===== config.mk =====
export PLATFORM = sky130hd
export DESIGN_NAME = alu_mul_seq
export DESIGN_NICKNAME = d
export VERILOG_FILES = /design/src/rtl/alu_mul_seq.sv
export SDC_FILE = /design/constraint.sdc
export NUM_CORES = 1
export LEC_CHECK = 0
export CORE_UTILIZATION = 50
export DETAILED_ROUTE_END_ITERATION = 8
export PLACE_DENSITY = 0.85
export SLEW_MARGIN = 20
export SYNTH_ARGS = -nofsm -noshare
export SYNTH_HDL_FRONTEND = slang
export SYNTH_SLANG_ARGS = --single-unit

===== constraint.sdc =====
create_clock -name clk -period 3.09 [get_ports clk]
set_input_delay 0.618 -clock clk [delete_from_list [all_inputs] [get_ports clk]]
set_output_delay 0.618 -clock clk [all_outputs]
set_load 0.05 [all_outputs]

===== src/rtl/alu_mul_seq.sv =====
// Iterative unsigned shift-and-add multiplier controller.
// Owns the operand registers and FSM; every addition goes through the shared external ALU.
module alu_mul_seq #(
  parameter int WIDTH      = 16,
  parameter bit EARLY_EXIT = 1'b1
) (
  input  logic             clk,
  input  logic             rst,
  input  logic             start,
  input  logic [WIDTH-1:0] a,
  input  logic [WIDTH-1:0] b,
  output logic             busy,
  output logic             done,
  output logic [WIDTH-1:0] product,
  output logic [WIDTH-1:0] alu_in1,
  output logic [WIDTH-1:0] alu_in2,
  output logic             alu_op,
  input  logic [WIDTH-1:0] alu_result
);

  localparam int CW = $clog2(WIDTH) + 1;
  localparam logic [CW-1:0] LAST_COUNT = CW'(WIDTH - 1);

  typedef enum logic [1:0] {
    S_IDLE,
    S_RUN,
    S_DONE
  } state_e;

  state_e           state_q, state_d;
  logic [WIDTH-1:0] acc_q, acc_d;
  logic [WIDTH-1:0] mcand_q, mcand_d;
  logic [WIDTH-1:0] mplier_q, mplier_d;
  logic [CW-1:0]    count_q, count_d;
  logic [WIDTH-1:0] product_q, product_d;
  logic [WIDTH-1:0] mplier_shr;
  logic             last_iter;

  always_comb begin
    // NOTE: every signal gets a default first so no path leaves it unassigned (no latch).
    state_d    = state_q;
    acc_d      = acc_q;
    mcand_d    = mcand_q;
    mplier_d   = mplier_q;
    count_d    = count_q;
    product_d  = product_q;
    mplier_shr = mplier_q >> 1;
    last_iter  = (count_q == LAST_COUNT) || (EARLY_EXIT && (mplier_shr == '0));

    unique case (state_q)
      S_IDLE: begin
        if (start) begin
          acc_d    = '0;
          mcand_d  = a;
          mplier_d = b;
          count_d  = '0;
          state_d  = S_RUN;
        end
      end
      S_RUN: begin
        if (mplier_q[0]) begin
          acc_d = alu_result;
        end
        mcand_d  = mcand_q << 1;
        mplier_d = mplier_shr;
        count_d  = count_q + CW'(1);
        // The product captures this cycle's accumulator update, not the stale register.
        if (last_iter) begin
          product_d = acc_d;
          state_d   = S_DONE;
        end
      end
      S_DONE: begin
        state_d = S_IDLE;
      end
      default: begin
        state_d = S_IDLE;
      end
    endcase
  end

  always_ff @(posedge clk) begin
    // NOTE: sequential state uses non-blocking assignments so all flops update together.
    if (rst) begin
      state_q   <= S_IDLE;
      acc_q     <= '0;
      mcand_q   <= '0;
      mplier_q  <= '0;
      count_q   <= '0;
      product_q <= '0;
    end else begin
      state_q   <= state_d;
      acc_q     <= acc_d;
      mcand_q   <= mcand_d;
      mplier_q  <= mplier_d;
      count_q   <= count_d;
      product_q <= product_d;
    end
  end

  assign busy    = (state_q == S_RUN);
  assign done    = (state_q == S_DONE);
  assign product = product_q;
  assign alu_in1 = acc_q;
  assign alu_in2 = mcand_q;
  assign alu_op  = 1'b0;

endmodule


Word level (Yosys, flattened, before mapping):

Cells that the tools add are included.

* register bits after elaboration: 71
* bits of input ports: 51

* $add $sub $neg: 1
* mux-type cells: 12
* reductions and logical operators: 7
* eq/ne operators: 5

Operators by type and width (number)
* $pmux 16 s2: 3
* $mux 16: 4
* $logic_not 16->1: 1
* $pmux 5 s2: 1
* $reduce_and 2->1: 3
* $add 5x1->5 const B: 1
* $eq 5x4->1 const B: 1
* $mux 5: 1
* $mux 2: 2
* $pmux 2 s2: 1
* $eq 2x1->1 const B: 1
* $eq 2x2->1 const B: 1
* $logic_not 2->1: 1
* $ne 2x1->1 const B: 1
* $ne 2x2->1 const B: 1
* $reduce_bool 2->1: 1
* $logic_or 1x1->1: 1

Longest topological paths before layout:

* word-level depth: 4
* gate-level depth with buffers: 9
* gate-level depth less buffers: 6

Least setup slack after synthesis:

OpenSTA, ideal clock, no wires.

* path type: register to output
* start point: register state_q[1]
* end point: output port done
* path buffers: 2
* path slack: 1.134 ns
* arrival time: 1.338 ns
* stages on the path, launching flop included: 4
* cell sequence: dfxtp_1 buf_2 buf_2 nor2b_1

* longest elaborated chain between the ends: 1

RTL lines
* start: declaration: RTL line 30 `state_e state_q, state_d;`
* start signal: assignment: RTL line 92 `state_q <= state_d;`
* $eq 2x2->1: RTL line 102 `assign done = (state_q == S_DONE);`
* end: declaration: RTL line 13 `output logic done,`

No other way between the ends.

Final worst setup path:

Same ends and word-level chain as after synthesis.

==> reports/qor.yml <==
synthTopCellsByArea: "dfxtp_1 (44%), nor2_1 (8.8%), a21oi_1 (6.0%), mux2i_1 (4.9%), a211oi_2 (3.8%)"
slew_viol_final: 0
crit_family: "buffers and inverters"
fin_area_mm2: 0.004380
drive_gt1_frac: 0.09287
netSwitchingPower_uw: 756.7
synth_seq_cells: 71
drc_errors: 0
antenna_found_initial: 0
io_buffer_count: 100
p_int_mw: 1.618
firstDrtPassIters: 4
top_layer_used: "met4"
critPathCaptureType: "primary output"
post-cts-setup-buffer-count: 0
ys_warn_count: 0
syn_area_per_cell_um2: 8.649
via_per_inst: 5.415
max_stage_delay_ns: 0.80
drt-met1-wl_um: 3558
die_y_um: 82.65
worstPathArrival_ns: 1.86
yosysTopAreaCellShare: 0.4371
clock_power_share: 0.308
grt_pass1_vias: 2626
timing.fmax_mhz: 403.1
slowest_stage: "clkdlybuf4s50_1"
worst_slew_pin_slew_ns: 0.8401
status: "finished clean"
hold_slack_ns: 0.4849
h-tree-depth: 3
synth_largest_area_cell: "dfxtp_1"
grt_max_degree: 38
num_rows: 29
synth_fp_nets: 429
hp-class: "reg2reg"
cts_buffers: 9
power_density_mw_per_mm2: 542.2
grt_usage: 0.2359
worst_slack_ns: 0.6093
vdd_drop_max_uv: 312.3
layoutNonFillerInstCount: 540
num_antenna_cells: 0
syn_to_final_growth_pct: 34.71
start_kind: "flop"
hold_viol: 0
drv_cap: 0
p_leak_nw: 1.658
setup_viol: 0
dr.first_iter.drc_count: 107
ys_types: 41
hpwl_um: 5296
clock_path_buffers: 2
globalplace.congestion: 0.7613
cp.required_ns: 2.47
pwr-share-seq: 0.440
slew_headroom: 0.4399
clk-insertion-delay-late_ns: 0.34
rsz0062_at_grt: "no"
wl_met3_um: 550
cp_num_buf_inv: 1
cts_tree: "built"
ys_seq_area_frac: 0.4371
finClkSkew_ns: 0.007131
finalNetCount: 511
wl_met2_um: 3635
swShare: 0.3186
holdBufCountCts: 0
core_mm2: 0.006314
place_inst: 524
postRouteAntennaNets: 0
root_buffer: "clkbuf_8"
placed_area_mm2: 0.004183
worstSetupPathType: "reg2out"
totalWireLength_um: 7786
cp_cell_sequence: "nor2b_1, clkdlybuf4s50_1"
fin_crit_ns: 2.481
p_comb_frac: 0.252
finalCritPeriodShare: 0.8028
setup_tns_ns: 0
postCtsResizedCells: 0
layout_common_cells: "clkdlybuf4s50_1 (98), nor2_1 (76), dfxtp_1 (71), a21oi_1 (39), nand2_1 (26)"
start_util: 0.5151
grt_pass1_wl_um: 12170
path_clk_slew_ns: 0.07
pre_cts_ws_ns: 0.8321
dr_total_vias: 2924
dieArea_mm2: 0.006830
io_pins: 102
wl_per_cell_um: 14.42
final_common_cell: "clkdlybuf4s50_1"
syn_inst: 376
clock_sinks: 71
critPathMaxFanout: 13
synth_area_mm2: 0.003252
grt_overflow: 0
fp.dieW_um: 82.65
[worst paths after layout]
path | from | cells past startpoint | slack (ns) | endpoint
max | state_q[1] | 2 | 0.61 | done
min reg2reg | count_q[2] | 2 | 0.48 | count_q[2]
min | count_q[2] | 2 | 0.48 | count_q[2]
max reg2reg | count_q[0] | 6 | 0.94 | product[4]
[metal layers]
layer / GRT usage / vias to the layer above
met4: 0.06552 / 0
met1: 0.2961 / 1350
met5: 0 / -
li1: - / 1481
met3: 0.07802 / 5
met2: 0.3852 / 88
[sequential cells by signal, indices dropped and copies added, names as in the netlist]
| signal | cells |
|---|---|
| state_q | 2 |
| count_q | 5 |
| mplier_q | 16 |
| product | 16 |
| alu_in2 | 16 |
| alu_in1 | 16 |
[stage by stage]
stage | total power, mW | utilization
floorplan | 1.474 | -
global placement | 1.650 | 0.6625
detailed placement | 1.663 | 0.6625
CTS | 2.387 | 0.6938
global route | 2.494 | 0.6938
finish | 2.375 | 0.6938
[worst register-to-register path: stages (launching register included)]
cell,delay [ns]
dfxtp_1,0.40
ha_1,0.21
and3_1,0.17
ha_1,0.15
a41o_1,0.54
and2_4,0.42
a211oi_1,0.12
[cell usage after synthesis]
library cell / count
a21oi_1: 39
mux2_2: 1
nor4_1: 3
o21ai_0: 1
a311oi_1: 12
nor2_2: 1
o31ai_1: 1
nand2b_1: 2
clkbuf_1: 12
o21ai_2: 1
a22o_1: 14
and3_1: 1
buf_4: 6
nor3_1: 19
buf_12: 1
nor2b_1: 14
nand2_1: 26
mux2i_1: 16
inv_1: 1
inv_2: 1
o21ba_2: 1
nand3_1: 1
nor4bb_1: 1
buf_6: 5
a211oi_1: 7
conb_1: 1
o21bai_1: 1
buf_1: 2
nand3b_1: 2
a41o_1: 1
a211oi_2: 10
a22oi_1: 2
nor2b_4: 1
nor2_1: 76
ha_1: 2
and2b_1: 6
buf_2: 10
dfxtp_1: 71
and2_4: 1
a32oi_1: 2
or4b_2: 1
[power by group through the flow]
| stage | Sequential, mW | Clock, mW | Combinational (mW) |
|---|---|---|---|
| after global routing | 1.05 | 0.793 | 0.649 |
| after global placement | 1.06 | 0 | 0.589 |
| after detailed placement | 1.06 | 0 | 0.600 |
| final | 1.04 | 0.732 | 0.599 |
| after floorplan | 1.16 | 0 | 0.309 |
| after CTS | 1.04 | 0.741 | 0.602 |
[cell type report]
cell class,instances,area [um2]
clock inverter,6,60.06
clock buffer,10,137.6
inverter,2,7.507
fill,523,1933
tap,77,96.34
multi-input combinational,267,1599
timing repair buffer,107,1059
sequential,71,1421
[kinds of logic (layout without fill, tap and decap cells)]
family	after synthesis	after routing	synth area share
AOI/OAI and AO/OA	92	92	0.2097
adders and majority gates	2	2	0.007694
buffers and inverters	38	125	0.07118
DFF	71	71	0.4371
muxes	17	17	0.05271
other	1	1	0.001153
and+or+nand+nor	155	155	0.2205
(Power assumes the default switching activity.)
